--- config.mk ---
export PLATFORM = sky130hd
export DESIGN_NAME = branch_resolver
export DESIGN_NICKNAME = d
export VERILOG_FILES = /design/src/rtl/branch_resolver.sv
export SDC_FILE = /design/constraint.sdc
export NUM_CORES = 1
export LEC_CHECK = 0
export CAP_MARGIN = 40
export CORE_MARGIN = 10
export CORE_UTILIZATION = 45
export CTS_CLUSTER_DIAMETER = 50
export DETAILED_ROUTE_END_ITERATION = 16
export PLACE_DENSITY = 0.73
export SYNTH_ARGS = -nofsm -noshare
export SYNTH_HDL_FRONTEND = slang
export SYNTH_SLANG_ARGS = --single-unit
--- constraint.sdc ---
create_clock -name clk -period 3.94 [get_ports clk]
set_input_delay 0.394 -clock clk [delete_from_list [all_inputs] [get_ports clk]]
set_output_delay 0.394 -clock clk [all_outputs]
set_load 0.005 [all_outputs]
--- src/rtl/branch_resolver.sv ---
// rtl/branch_resolver.sv - branch-decision unit turning ID comparator flags into an IF redirect
module branch_resolver #(
    parameter int TIMEOUT = 15,
    parameter int CNT_W   = 16
) (
    input  logic             clk,
    input  logic             reset,
    input  logic             br_valid,
    output logic             br_ready,
    input  logic [2:0]       br_op,
    input  logic [31:0]      br_target,
    input  logic             opnd_ready,
    input  logic             zero,
    input  logic             gzero,
    input  logic             lzero,
    input  logic             flush,
    output logic             stall,
    output logic             redirect,
    output logic [31:0]      redirect_pc,
    output logic             resolved,
    output logic             illegal_op,
    output logic             timeout_err,
    output logic [CNT_W-1:0] br_cnt,
    output logic [CNT_W-1:0] taken_cnt
);

    typedef enum logic [1:0] {IDLE, WAIT, DONE} state_t;

    localparam logic [7:0]       TO_LAST = 8'(TIMEOUT - 1);
    localparam logic [CNT_W-1:0] CNT_MAX = '1;

    state_t      state;
    state_t      state_nx;
    logic [2:0]  op_q;
    logic [31:0] tgt_q;
    logic [7:0]  wait_cnt;
    logic        accept;
    logic        eval;
    logic        expire;
    logic        taken;

    assign accept = br_valid && br_ready && !flush;
    assign eval   = (state == WAIT) && opnd_ready && !flush;
    // Expiry fires on the TIMEOUT-th starved WAIT cycle, so the error pulse lands TIMEOUT cycles in.
    assign expire = (state == WAIT) && !opnd_ready && (wait_cnt == TO_LAST);

    always_ff @(posedge clk or posedge reset) begin
        if (reset) begin
            state <= IDLE;
        end else begin
            state <= state_nx;
        end
    end

    always_comb begin
        state_nx = state;
        if (flush) begin
            state_nx = IDLE;
        end else begin
            case (state)
                IDLE:    if (br_valid) state_nx = WAIT;
                WAIT: begin
                    if (opnd_ready)  state_nx = DONE;
                    else if (expire) state_nx = IDLE;
                end
                DONE:    state_nx = IDLE;
                default: state_nx = IDLE;
            endcase
        end
    end

    always_comb begin
        br_ready = (state == IDLE);
        stall    = (state == WAIT) && !opnd_ready;
    end

    // gzero and lzero together are not screened; each op looks only at its own flag.
    always_comb begin
        taken = 1'b0;
        case (op_q)
            3'd0:    taken = zero;
            3'd1:    taken = !zero;
            3'd2:    taken = gzero;
            3'd3:    taken = !gzero;
            3'd4:    taken = lzero;
            3'd5:    taken = !lzero;
            3'd6:    taken = 1'b1;
            default: taken = 1'b0;
        endcase
    end

    always_ff @(posedge clk or posedge reset) begin
        if (reset) begin
            op_q        <= '0;
            tgt_q       <= '0;
            wait_cnt    <= '0;
            redirect    <= 1'b0;
            redirect_pc <= '0;
            resolved    <= 1'b0;
            illegal_op  <= 1'b0;
            timeout_err <= 1'b0;
            br_cnt      <= '0;
            taken_cnt   <= '0;
        end else begin
            redirect    <= 1'b0;
            resolved    <= 1'b0;
            illegal_op  <= 1'b0;
            timeout_err <= expire && !flush;
            if (accept) begin
                op_q     <= br_op;
                tgt_q    <= br_target;
                wait_cnt <= '0;
            end else if (state == WAIT && !opnd_ready) begin
                wait_cnt <= wait_cnt + 8'd1;
            end
            if (eval) begin
                redirect    <= taken;
                redirect_pc <= tgt_q;
                resolved    <= 1'b1;
                illegal_op  <= (op_q == 3'd7);
                if (br_cnt != CNT_MAX) br_cnt <= br_cnt + CNT_W'(1);
                if (taken && taken_cnt != CNT_MAX) taken_cnt <= taken_cnt + CNT_W'(1);
            end
        end
    end

endmodule

# Word-level counts from Yosys, hierarchy flattened
# Cells that the tools add are included.
classes:
  n_addsub: 3
  multipliers: 0
  n_mux: 11
  n_eq_ne: 13
  magnitude_cmp: 0
  reduce_logical: 19
  shift: 0
  n_div: 0
  bitwise_logic: 0
ops:
  columns: ["cell", "n"]
  rows:
  - ["$add A16 B1 Y16 const B", 2]
  - ["$ne A16 B16 Y1 const B", 2]
  - ["$mux W8", 2]
  - ["$eq A3 B3 Y1 const B", 4]
  - ["$add A8 B1 Y8 const B", 1]
  - ["$eq A8 B4 Y1 const B", 1]
  - ["$logic_and A1 B1 Y1", 8]
  - ["$mux W2", 4]
  - ["$pmux W1 S7", 1]
  - ["$eq A3 B2 Y1 const B", 2]
  - ["$reduce_and A2 Y1", 3]
  - ["$logic_not A1 Y1", 5]
  - ["$ne A4 B4 Y1 const B", 1]
  - ["$pmux W2 S2", 1]
  - ["$eq A3 B1 Y1 const B", 1]
  - ["$logic_not A3 Y1", 1]
  - ["$mux W1", 3]
  - ["$ne A3 B2 Y1 const B", 1]
  - ["$eq A2 B1 Y1 const B", 1]
  - ["$logic_not A2 Y1", 1]
  - ["$reduce_bool A2 Y1", 1]
totals:
  out_inout_bits: 70
  n_memories: 0
  wordCells: 57
  ram_bits: 0
  rom_bits: 0
  latchBits: 0
  regBits: 113
  inputBits: 43

# Depth between registers and ports, before layout
depth:
  depth_word: 7
  depth_mapped: 7
  ltp_nobuf: 6

# Least setup slack after synthesis
# OpenSTA, ideal clock, no wires.
synth_path:
  path_kind: "flip-flop to flip-flop"
  start: "reg op_q[2]"
  end: "reg taken_cnt[14]"
  arrival_ns: 1.863
  setup_slack_ns: 1.949
  required_time_ns: 3.812
  path_stages_with_launch: 6
  path_cell_list: "dfrtp_1 > mux2_4 > a311oi_2 > o311ai_4 > nor4_2 > mux2_1"
synth_between:
  elab_chain_len: 4
  word_cells_on_any_way: 10
synth_lines:
  columns: ["item", "line", "source"]
  rows:
  - ["start: declaration", "34", "logic [2:0] op_q;"]
  - ["start signal: assignment", "110", "op_q <= br_op;"]
  - ["$eq A3 B3 Y1 (tied with other cells)", "80", "case (op_q)"]
  - ["$pmux W1 S7 *", "80", null]
  - ["$logic_and A1 B1 Y1 *", "122", "if (taken && taken_cnt != CNT_MAX) taken_cnt <= taken_cnt + CNT_W'(1);"]
  - ["$reduce_and A2 Y1 (no source line) *", null, null]
  - ["end signal: assignment", "122", null]
  - ["end: declaration", "24", "output logic [CNT_W-1:0] taken_cnt"]
# Mark *: on every way between the ends. The rest lies on a longest branch, timed or not.
# A chain may end at the register's enable or synchronous reset.

# Final worst setup path
layout_path:
  start: "reg state[1]"
  end: "out stall"
layout_between:
  elab_chain_len: 2
layout_lines:
  columns: ["item", "line", "source"]
  rows:
  - ["start: declaration", "32", "state_t state;"]
  - ["start signal: assignment", "51", "state <= state_nx;"]
  - ["$eq A2 B1 Y1", "74", "stall = (state == WAIT) && !opnd_ready;"]
  - ["$logic_and A1 B1 Y1", "74", null]
  - ["end: declaration", "17", "output logic stall,"]
# Every way passes these cells.

==> metrics.yaml <==
outcome: "finished clean"
clock_sinks: 113
root_buffer: "clkbuf_8"
drt_iter0_drc: 232
globalplace.congestion: 0.763
post_cts_buffers: 0
p_int_mw: 2.82
grt_pass1_wl_um: 18500
cp-end-kind: "primary output"
power_mw: 3.76
startpoint_type: "register"
drt_first_pass_iters: 5
finalCritPeriodShare: 0.626
hold_viol: 0
drive_gt1_frac: 0.166
comb_power_share: 0.186
ir_worst_vdd_uv: 275
vias: 3423
finClkSkew_ns: 0.0125
slew_viol_final: 0
slew_headroom: 0.435
num_antenna_cells: 0
tns_ns: 0
p_clk_frac: 0.402
grt_use_total: 0.154
synthAdderAreaFrac: 0.0105
synth_top_family_by_area: "simple AND/OR/NAND/NOR gates"
cts_tree: "built"
critPathRequiredTime_ns: 3.55
p_seq_frac: 0.413
synth_xor_area_frac: 0.0625
placed_cell_area_sq_um: 6060
drt-vias-per-instance: 5.00
cts_buffer_depth: 2
row_count: 37
multi_input_area_sq_um: 1820
rsz0062_at_grt: "false"
max_freq_mhz: 405
switching_share: 0.249
route.detailed.drc: 0
die_y_um: 123
syn-cell-area_sq_um: 4760
syn-instance-count: 413
wirelength_um: 11200
syn_nets: 460
synth_compound_area_frac: 0.0300
regArea_sq_um: 2830
synth_edf_count: 0
postRouteAntennaNets: 0
ys_seq_elements: 113
cts.reportedPaths.clkPinSlew_ns: 0.06
power_density_nw_per_um2: 565
postCtsResizedCells: 0
ctsHoldBuffers: 0
cp.arrival_ns: 2.07
synthArstFlopShare: 1.00
path_max_fanout: 9
synth_flop_cell: "dfrtp_1"
cap_violations: 0
nets: 582
nFillCells: 792
clk_latency_ns: 0.51
wl_per_cell_um: 16.4
antenna_found_initial: 0
cts_max_level: 4
io-pin-count: 113
synth_mux_area_frac: 0.0906
port_buffers: 112
yosysSeqAreaShare: 0.594
synth_cell_types: 46
max_slew.worst_pin.slew_ns: 0.846
area_growth_pct: 39.7
grt_pass1_vias: 3642
post-dp-hpwl_um: 7880
synthSimpleGateAreaFrac: 0.186
setup_viol: 0
dieArea_sq_um: 15100
grt-ovfl-total: 0
synth_area_per_cell_sq_um: 11.5
cts_inserted_buffers: 17
die_w_um: 123
cellLeakagePower_nw: 3.02
holdCritPathClass: "in2async"
core_area_sq_um: 10300
yosys_warnings: 0
start_util: 0.461
final_cell_area_sq_um: 6650
fin_crit_ns: 2.47
crit_type: "reg2out"
p_sw_mw: 0.935
grt_start_max_net_pins: 40
==> routing by layer <==
layer  wire length, um  global-route usage  up-vias
met1              4910               0.194     1702
met2              5450               0.242       83
li1                  -                   -     1631
met4                70              0.0515        0
met3               800              0.0551        7
met5                 0                   0        -
==> worst paths after layout <==
kind	startpoint	to	slack, ns	cells after the start
max reg2reg	op_q[2]$_DFFE_PP0P_	taken_cnt[14]$_DFFE_PP0P_	1.65	5
max in group asynchronous	reset	redirect_pc[25]$_DFFE_PP0P_	2.82	4
min	reset	redirect_pc[9]$_DFFE_PP0P_	0.28	2
min reg2reg	tgt_q[13]$_DFFE_PP0P_	redirect_pc[13]$_DFFE_PP0P_	0.46	2
max	state[1]$_DFFE_PP0P_	stall	1.47	2
min in group clk	tgt_q[13]$_DFFE_PP0P_	redirect_pc[13]$_DFFE_PP0P_	0.46	2
==> cell families (layout without fill, tap and decap cells) <==
kind of cell | after synthesis | in the layout
buf+inv | 28 | 163
xor+xnor | 34 | 34
compound gates | 13 | 13
fa+ha+maj | 4 | 4
mux | 38 | 38
flops | 113 | 113
simple gates | 183 | 183
==> stage by stage <==
| stage | utilization | hold slack, ns | setup WS (ns) | cells |
|---|---|---|---|---|
| after global placement | 0.584 | 0.442 | 1.38 | 650 |
| after CTS | 0.644 | 0.294 | 1.48 | 684 |
| after detailed placement | 0.587 | 0.449 | 1.31 | 652 |
| after floorplan | - | 0.435 | 0.559 | 413 |
| final | 0.644 | 0.283 | 1.47 | 684 |
| after global routing | 0.644 | 0.310 | 1.34 | 684 |
==> sequential cells by signal, summed over array words and instances, names as in the netlist <==
register,flops
br_cnt,16
illegal_op,1
op_q,3
state,2
redirect_pc,32
resolved,1
redirect,1
tgt_q,32
wait_cnt,8
timeout_err,1
taken_cnt,16
==> layout by cell type, fill, tap and decap left out, drive strengths merged, types with 2 or more instances in the layout <==
master         instances
dfrtp                113
nand2                112
clkdlybuf4s50        112
mux2                  38
clkbuf                22
xor2                  20
nor2                  18
xnor2                 14
inv                   14
nand4                 11
nor3                  10
nand3                  9
and3                   5
clkinv                 5
buf                    5
ha                     4
nor4                   4
bufinv                 3
nor3b                  2
o21ai                  2
or3                    2
and4                   2
clkinvlp               2
nor4b                  2
==> worst max-delay path: stages, from the launching register on <==
cell and delay, ns:
dfrtp_1 0.40, nor3b_2 0.54, clkdlybuf4s50_1 0.63
==> area by class of cell <==
| class | count | share of cell area |
|---|---|---|
| sequential | 113 | 0.425 |
| timing repair buffer | 117 | 0.180 |
| tap | 136 | 0.0256 |
| multi-input combinational | 272 | 0.273 |
| clock inverter | 10 | 0.0201 |
| inverter | 14 | 0.00828 |
| clock buffer | 22 | 0.0681 |
==> cells in the mapped netlist, drive strengths merged (4+ instances only) <==
master | instances | area share
nor4 | 4 | 0.0092
nand3 | 9 | 0.0095
and3 | 5 | 0.0066
xnor2 | 14 | 0.026
nor3 | 10 | 0.018
dfrtp | 113 | 0.59
xor2 | 20 | 0.037
nand4 | 11 | 0.014
buf | 7 | 0.0076
inv | 14 | 0.011
ha | 4 | 0.011
nand2 | 112 | 0.088
nor2 | 18 | 0.014
clkbuf | 7 | 0.0076
mux2 | 38 | 0.091
==> power by group through the flow <==
stage	registers, mW	clock network [mW]	logic, mW
after CTS	1.55	1.54	0.720
after detailed placement	1.57	0	0.714
final	1.55	1.51	0.697
after global placement	1.56	0	0.686
after global routing	1.59	1.60	0.777
after floorplan	1.55	0	0.278
Power figures use the tool's default switching activity.
